$ cat config.mk
export PLATFORM = sky130hd
export DESIGN_NAME = imem_loader_flat
export DESIGN_NICKNAME = d
export VERILOG_FILES = /design/src/rtl/imem_loader_if.sv /design/src/rtl/imem_loader.sv /design/src/flat_wrapper.sv
export SDC_FILE = /design/constraint.sdc
export NUM_CORES = 1
export LEC_CHECK = 0
export CORE_UTILIZATION = 49
export CTS_BUF_LIST = sky130_fd_sc_hd__clkbuf_8
export DETAILED_ROUTE_END_ITERATION = 8
export GPL_TIMING_DRIVEN = 0
export PLACE_DENSITY = 0.88
export SETUP_SLACK_MARGIN = 0.5
export SLEW_MARGIN = 20
export SYNTH_ARGS = -nofsm -noshare
export SYNTH_HDL_FRONTEND = slang
export SYNTH_SLANG_ARGS = --single-unit
$ cat constraint.sdc
create_clock -name clk -period 1.95 [get_ports clk]
set_clock_uncertainty 0.15 [all_clocks]
set_input_delay 0.2925 -clock clk [delete_from_list [all_inputs] [get_ports clk]]
set_output_delay 0.2925 -clock clk [all_outputs]
set_load 0.01 [all_outputs]
$ cat src/rtl/imem_loader_if.sv
// Byte-stream handshake and instruction-memory write port of the boot loader.
// master = stream source / memory side, slave = the loader itself.
interface imem_loader_if #(
    parameter int WIDTH = 32
);
    logic [7:0]       in_data;
    logic             in_valid;
    logic             in_ready;
    logic [WIDTH-1:0] flash_addr;
    logic [WIDTH-1:0] flash_data;
    logic             flash_en;

    modport master (
        output in_data, in_valid,
        input  in_ready, flash_addr, flash_data, flash_en
    );

    modport slave (
        input  in_data, in_valid,
        output in_ready, flash_addr, flash_data, flash_en
    );
endinterface

$ cat src/rtl/imem_loader.sv
// Boot loader: length-framed, checksummed byte stream packed little-endian into
// instruction words and written to flash; holds the core in reset until verified.
//
//   state | meaning
//   LEN0  | waiting for word-count low byte
//   LEN1  | waiting for word-count high byte
//   DATA  | packing data bytes into the current word
//   WRITE | one-cycle flash write strobe, no byte accepted
//   CHECK | waiting for checksum byte
//   DONE  | image verified, core released
//   ERROR | oversize image or bad checksum, core held
module imem_loader #(
    parameter int WIDTH = 32,
    parameter int DEPTH = 512
) (
    input  logic                       clk,
    input  logic                       rst,
    input  logic                       restart,
    imem_loader_if.slave               bus,
    output logic                       core_rst,
    output logic                       done,
    output logic                       error,
    output logic [$clog2(DEPTH+1)-1:0] words_written
);
    localparam int BPW = WIDTH / 8;
    localparam int BSH = $clog2(BPW);
    localparam int BCW = (BSH > 0) ? BSH : 1;
    localparam int CW  = $clog2(DEPTH + 1);
    localparam logic [BCW-1:0] LAST_BYTE = BCW'(BPW - 1);

    localparam logic [2:0] S_LEN0  = 3'd0;
    localparam logic [2:0] S_LEN1  = 3'd1;
    localparam logic [2:0] S_DATA  = 3'd2;
    localparam logic [2:0] S_WRITE = 3'd3;
    localparam logic [2:0] S_CHECK = 3'd4;
    localparam logic [2:0] S_DONE  = 3'd5;
    localparam logic [2:0] S_ERROR = 3'd6;

    logic [2:0]       state_q, state_d;
    logic [7:0]       len_lo_q, len_lo_d;
    logic [15:0]      len_q, len_d;
    logic [CW-1:0]    idx_q, idx_d;
    logic [BCW-1:0]   bcnt_q, bcnt_d;
    // Holds bytes 0..BPW-2; the final byte goes straight into the write word.
    logic [WIDTH-9:0] pack_q, pack_d;
    logic [7:0]       sum_q, sum_d;
    logic [WIDTH-1:0] addr_q, addr_d;
    logic [WIDTH-1:0] data_q, data_d;

    logic        ready_w;
    logic        take;
    logic [15:0] len_w;

    assign ready_w = !rst && (state_q == S_LEN0 || state_q == S_LEN1 ||
                              state_q == S_DATA || state_q == S_CHECK);
    assign take    = ready_w && bus.in_valid;
    assign len_w   = {bus.in_data, len_lo_q};

    always_comb begin
        state_d  = state_q;
        len_lo_d = len_lo_q;
        len_d    = len_q;
        idx_d    = idx_q;
        bcnt_d   = bcnt_q;
        pack_d   = pack_q;
        sum_d    = sum_q;
        addr_d   = addr_q;
        data_d   = data_q;
        if (restart) begin
            state_d = S_LEN0;
            idx_d   = '0;
            bcnt_d  = '0;
            sum_d   = '0;
        end else begin
            case (state_q)
                S_LEN0: if (take) begin
                    len_lo_d = bus.in_data;
                    state_d  = S_LEN1;
                end
                S_LEN1: if (take) begin
                    len_d = len_w;
                    if (len_w > 16'(DEPTH))   state_d = S_ERROR;
                    else if (len_w == 16'd0)  state_d = S_CHECK;
                    else                      state_d = S_DATA;
                end
                S_DATA: if (take) begin
                    sum_d = sum_q + bus.in_data;
                    if (bcnt_q == LAST_BYTE) begin
                        bcnt_d  = '0;
                        data_d  = {bus.in_data, pack_q};
                        addr_d  = WIDTH'(idx_q) << BSH;
                        idx_d   = idx_q + CW'(1);
                        state_d = S_WRITE;
                    end else begin
                        pack_d[8*bcnt_q +: 8] = bus.in_data;
                        bcnt_d = bcnt_q + BCW'(1);
                    end
                end
                S_WRITE: state_d = (16'(idx_q) == len_q) ? S_CHECK : S_DATA;
                S_CHECK: if (take) begin
                    state_d = (bus.in_data == sum_q) ? S_DONE : S_ERROR;
                end
                S_DONE:  state_d = S_DONE;
                S_ERROR: state_d = S_ERROR;
                default: state_d = S_LEN0;
            endcase
        end
    end

    always_ff @(posedge clk) begin
        if (rst) begin
            state_q  <= S_LEN0;
            len_lo_q <= '0;
            len_q    <= '0;
            idx_q    <= '0;
            bcnt_q   <= '0;
            pack_q   <= '0;
            sum_q    <= '0;
            addr_q   <= '0;
            data_q   <= '0;
        end else begin
            state_q  <= state_d;
            len_lo_q <= len_lo_d;
            len_q    <= len_d;
            idx_q    <= idx_d;
            bcnt_q   <= bcnt_d;
            pack_q   <= pack_d;
            sum_q    <= sum_d;
            addr_q   <= addr_d;
            data_q   <= data_d;
        end
    end

    assign bus.in_ready   = ready_w;
    assign bus.flash_en   = (state_q == S_WRITE);
    assign bus.flash_addr = addr_q;
    assign bus.flash_data = data_q;
    assign core_rst       = (state_q != S_DONE);
    assign done           = (state_q == S_DONE);
    assign error          = (state_q == S_ERROR);
    assign words_written  = idx_q;
endmodule

$ cat src/flat_wrapper.sv
// flat-port wrapper written by rule: the top's interface ports become plain ports
module imem_loader_flat 
#(
    parameter int WIDTH = 32,
    parameter int DEPTH = 512
)
  (clk, rst, restart, core_rst, done, error, words_written, bus_in_data, bus_in_valid, bus_in_ready, bus_flash_addr, bus_flash_data, bus_flash_en);
  imem_loader_if #(.WIDTH(WIDTH)) bus_i ();
  input  logic clk;
  input  logic rst;
  input  logic restart;
  output logic core_rst;
  output logic done;
  output logic error;
  output logic [$clog2(DEPTH+1)-1:0] words_written;
  input wire logic [$bits(bus_i.in_data)-1:0] bus_in_data;
  input wire logic [$bits(bus_i.in_valid)-1:0] bus_in_valid;
  output wire logic [$bits(bus_i.in_ready)-1:0] bus_in_ready;
  output wire logic [$bits(bus_i.flash_addr)-1:0] bus_flash_addr;
  output wire logic [$bits(bus_i.flash_data)-1:0] bus_flash_data;
  output wire logic [$bits(bus_i.flash_en)-1:0] bus_flash_en;
  assign bus_i.in_data = bus_in_data;
  assign bus_i.in_valid = bus_in_valid;
  assign bus_in_ready = bus_i.in_ready;
  assign bus_flash_addr = bus_i.flash_addr;
  assign bus_flash_data = bus_i.flash_data;
  assign bus_flash_en = bus_i.flash_en;
  imem_loader #(.WIDTH(WIDTH), .DEPTH(DEPTH)) u_core (.clk(clk), .rst(rst), .restart(restart), .bus(bus_i), .core_rst(core_rst), .done(done), .error(error), .words_written(words_written));
endmodule
Word-level counts from Yosys, hierarchy flattened
Cells that the tools add are included.

Bitwise operators: 2. Shift-type cells: 2. Reduce and logical (&&, ||, !) cells: 16. Muxes and demuxes: 12. Eq/ne operators: 15. Order comparisons: 1. Add/subtract/negate cells: 4.

Operators by type and width (number): $neg 5->34 (1); $shift 8x34->24 const A (1); $shiftx 8x34->24 (1); $bwmux 24 (1); $mux 3 (8); $pmux 3 s7 (1); $eq 10x16->1 (1); $gt 16x10->1 const B (1); $logic_not 16->1 (1); $add 10x1->10 const B (1); $eq 3x3->1 const B (3); $reduce_and 3->1 (3); $add 8x8->8 (1); $eq 8x8->1 (1); $ne 2x1->1 const B (4); $reduce_and 4->1 (2); $eq 3x2->1 const B (2); $reduce_and 5->1 (1); $mux 2 (2); $eq 3x1->1 const B (1); $logic_not 3->1 (1); $logic_or 1x1->1 (3); $ne 3x3->1 const B (1); $add 2x1->2 const B (1); 7 further kinds (9).

Register bits: 113. Output and inout bits: 79.

Longest topological paths before layout
Depth in word-level cells: 8. Gate-level depth with buffers: 8. Mapped depth without buffers: 8.

Worst setup path after synthesis
OpenSTA, ideal clock, no wires.

Path kind: flip-flop to flip-flop. From: register u_core.sum_q[1]. To: register u_core.sum_q[7]. Path slack: -0.041 ns. Library setup time: 0.070 ns. Data required time: 1.730 ns. Period minus slack after synthesis: 1.991 ns. Data arrival time: 1.771 ns. Stages on the path, launching flop included: 7. Cells stage by stage: dfxtp_1 > ha_1 > a211oi_1 > o21ai_0 > and3_1 > or4_1 > a21oi_1.

Cells in the longest elaborated chain, start to end: 1.

RTL lines: start: declaration (line imem_loader.sv:46) `logic [7:0] sum_q, sum_d;`; start signal: assignment (line imem_loader.sv:128) `sum_q <= sum_d;`; $add 8x8->8 (line imem_loader.sv:87) `sum_d = sum_q + bus.in_data;`.

No other way between the ends. A chain may end at the register's enable or synchronous reset.

Worst setup path after layout
From: register u_core.bcnt_q[0]. To: register u_core.addr_q[10], in the netlist u_core.bus.flash_addr[10].

Cells in the longest elaborated chain, start to end: 2.

RTL lines: start: declaration (line imem_loader.sv:43) `logic [BCW-1:0] bcnt_q, bcnt_d;`; start signal: assignment (line imem_loader.sv:126) `bcnt_q <= bcnt_d;`; $eq 2x2->1 (line imem_loader.sv:88) `if (bcnt_q == LAST_BYTE) begin`; $reduce_and 4->1 (no source line); end signal: assignment (line imem_loader.sv:129) `addr_q <= addr_d;`; end: declaration (line imem_loader.sv:47) `logic [WIDTH-1:0] addr_q, addr_d;`.

No other way between the ends.

==> reports/summary.txt <==
number of vias per cell -> 6.497
clock tree from TritonCTS -> yes
synthesized flop and latch total -> 113
later-pin clock latency in the skew report -> 460 ps
vias in the first global route -> 5446
unrepaired setup endpoints after global routing -> yes
final number of setup-violating endpoints -> 87
number of standard cells in the final layout excluding fillers -> 917
Power Dens Cells -> 675.1 nW/um^2
ports placed on the boundary -> 91
antenna violations before repair -> 1
starting density of the core -> 0.5082
maximum number of pins on one net before global-route repair -> 17
Arr. time, crit path -> 2500 ps
ant diodes -> 0
post-synthesis average cell area -> 8.358 um^2
cell area after synthesis -> 4990 um^2
Core Box Area -> 9819 um^2
total via count after detailed routing -> 5958
total detailed-routing wirelength -> 22.79 mm
floorplan die height -> 102.9 um
setup slack after layout -> -359.8 ps
IO buf count -> 67
stage delay of the slowest cell on the critical path -> 460 ps
fin nets -> 797
register share of total power -> 0.436
placement-stage cell area -> 6136 um^2
cell family with most CP delay -> buffers and inverters
largest area contributor in the synthesized netlist -> dfxtp_1
pins over their slew limit -> 0
total CTS buffers -> 17
critical setup path kind -> reg -> reg
worst hold-check path type -> in -> reg
ordered cell list for the critical path -> ha_4 > nand3b_1 > buf_4 > nor3_4 > buf_4 > buf_2 > nand2_1 > a21oi_2
register cell area after layout -> 2352 um^2
internal power -> 0.003888 W
part of the Yosys area used for sequential elements -> 0.4534
std cell rows -> 36
global placer's final weighted congestion -> 0.9391
Die Footprint -> 10590 um^2
result of the run -> finished, violations left
worst slew slack as a fraction of its limit -> 0.4077
cell type with the highest occurrence count on the critical path -> buf_4
wire length of the first global-routing pass -> 27.75 mm
Static Leak -> 3.219 nW
CTS root buf -> clkbuf_8
share of cells above drive strength 1 -> 0.5446
filler cell count in the final layout -> 505
final cycle utilization of the critical path -> 1.185
total power of the final layout -> 0.005307 W
final worst hold slack -> 258.5 ps
dominant register cell in the synthesized netlist -> dfxtp_1
number of hold-slack violations in the final timing report -> 0
multi-input gate area in the final layout -> 3319 um^2
critical path buffer and inverter count -> 3
fraction of power spent switching nets -> 0.2675
number of sinks driven by the clock tree -> 113
clock-pin slew of the registers on the worst-case setup and hold paths -> 80 ps
net switching power -> 0.001420 W
internal reg-to-reg setup slack -> -360 ps
violations in the final reports -> DRC, setup timing
number of enable-type register cells in the synthesized netlist -> 0
critical-path maximum fanout -> 10
Data required, critical path -> 2140 ps
Routed wire per std cell -> 24.85 um
# hold bufs at CTS -> 0
power share of the combinational group -> 0.073
number of different library cells in the post-synthesis netlist -> 48
ys async rst share -> 0
initial DRC count -> 724
leading post-synthesis cells by cell area -> dfxtp_1 (45%), nand2_1 (9.4%), a21oi_1 (8.0%)
kind of launch point of the worst setup path -> flop
largest vdd supply drop -> 0.4435 mV
grt ovf -> 0
clk buf depth -> 2
final critical-path required period -> 2310 ps
detailed-route DRC error count -> 1
# Max-Cap Violations -> 0
Initial DRT Pass Iterations -> 9
worst slew pin tran -> 888.5 ps
Max Freq -> 0.4329 GHz
GRT Resource Usage Total -> 0.3541
number of nets still failing antenna checks after routing -> 0
half-perimeter wire length after placement -> 9.030 mm
layout overhead on the synthesized area -> 57.55%
area share of the leading cell type in the synthesized netlist -> 0.4534
area of all placed cells without fillers -> 7861 um^2
kind of capture point of the worst setup path -> flop
Synth Warn # -> 0
Slowest-stage cell, CP -> dfxtp_4
count of H-tree levels built during CTS -> 4
count of mapped cells out of synthesis -> 597
dpl ws -> -1018 ps
Clock power frac -> 0.491
die span in x -> 102.9 um
count of placed standard cells including taps -> 818
-- worst reg2reg max path, cell delays in order, from the launching register on --
cell and delay [ps]:
dfxtp_4 460, ha_4 230, nand3b_1 130, buf_4 190, nor3_4 190, buf_4 190
buf_2 240, nand2_1 100, a21oi_2 320
-- cell usage after synthesis (all sizes together) (2+ instances only) --
library cell and count:
xor2 5, xnor2 14, nor3b 3, nor2b 4
nand3 30, buf 38, o21a 2, o31ai 2
nand3b 2, o21ai 9, mux2i 25, a21oi 80
nor3 8, nor2 47, nand2 125, and2 3
nor4 9, o21bai 2, nand2b 2, and3 5
ha 13, nand4 8, dfxtp 113, or3 4
inv 8, a211oi 4, clkbuf 17
-- path summary, 6_finish.rpt --
path                                        from                         to  cells after the start
worst max-delay path            u_core.bcnt_q[0]  u_core.bus.flash_addr[10]                      8
worst min-delay path              bus_in_data[0]           u_core.pack_q[0]                      3
worst max register to register  u_core.bcnt_q[0]  u_core.bus.flash_addr[10]                      8
worst min register to register  u_core.pack_q[7]   u_core.bus.flash_data[7]                      2
-- through the flow --
stage | TNS, ps | util
final | -17400 | 0.8006
after global routing | -18440 | 0.8006
after CTS | -3910 | 0.7582
after detailed placement | -29690 | 0.6249
after global placement | -23870 | 0.6249
after floorplan | 0 | -
-- layer usage --
| layer | wire length [um] | up-vias | global-route usage |
|---|---|---|---|
| li1 | - | 2333 | - |
| met2 | 10400 | 610 | 0.5985 |
| met3 | 2694 | 274 | 0.1241 |
| met4 | 2320 | 2 | 0.2308 |
| met5 | 13 | - | 0 |
| met1 | 7357 | 2739 | 0.3756 |
-- logic make-up after synthesis --
| kind of cell | synth area share |
|---|---|
| buffers and inverters | 0.07121 |
| XOR/XNOR | 0.03335 |
| other | 0.0007515 |
| multiplexers | 0.05015 |
| AND/OR/NAND/NOR | 0.2352 |
| adder cells (fa/ha/maj) | 0.03862 |
| flip-flops | 0.4534 |
| AO/OA/AOI/OAI | 0.1174 |
-- flip-flops by register name, summed over array words and instances, names as in the netlist --
| register | flops |
|---|---|
| u_core.bcnt_q | 2 |
| u_core.bus.flash_addr | 10 |
| u_core.bus.flash_data | 32 |
| u_core.len_lo_q | 8 |
| u_core.len_q | 16 |
| u_core.pack_q | 24 |
| u_core.state_q | 3 |
| u_core.sum_q | 8 |
| u_core.words_written | 10 |
-- placed cells by master (no fill, tap or decap), types with 6 or more instances in the layout --
cell | Yosys | final
dfxtp_1 | 113 | 61
a21oi_2 | 0 | 40
ha_4 | 0 | 7
buf_2 | 11 | 56
clkdlybuf4s15_2 | 0 | 8
nand2_2 | 0 | 31
conb_1 | 1 | 22
nand3_4 | 0 | 8
xnor2_1 | 14 | 12
mux2i_1 | 25 | 21
nand4_1 | 8 | 8
dfxtp_2 | 0 | 42
clkbuf_1 | 17 | 11
a21oi_1 | 80 | 40
buf_12 | 0 | 6
nand3_2 | 0 | 17
buf_6 | 1 | 23
buf_4 | 26 | 69
nand2_1 | 125 | 83
clkbuf_8 | 0 | 21
dfxtp_4 | 0 | 10
nor2_1 | 46 | 40
nand2_4 | 0 | 11
-- area by class of cell --
type,count,share of cell area
multi-input combinational,442,0.4223
buffer,55,0.06159
inverter,8,0.004138
sequential,113,0.2992
tap,133,0.02117
timing repair buffer,134,0.1342
clock inverter,14,0.02594
clock buffer,18,0.03151
-- power groups by stage --
stage,registers (W),clock network (W),logic (W)
2_1_floorplan,0.00237,0,0.000173
3_3_place_gp,0.00238,0,0.000255
3_5_place_dp,0.00238,0,0.000262
4_1_cts,0.00231,0.00250,0.000305
5_1_grt,0.00231,0.00268,0.000403
6_report,0.00231,0.00261,0.000387
-- repair_timing --
item	CTS	global route
resized for setup	376	147
pin swaps	59	34
cloned	4	1
endpoints found under the setup margin	170	150
setup buffers	48	14
endpoints found under the hold margin	0	0
(Power assumes the default switching activity.)
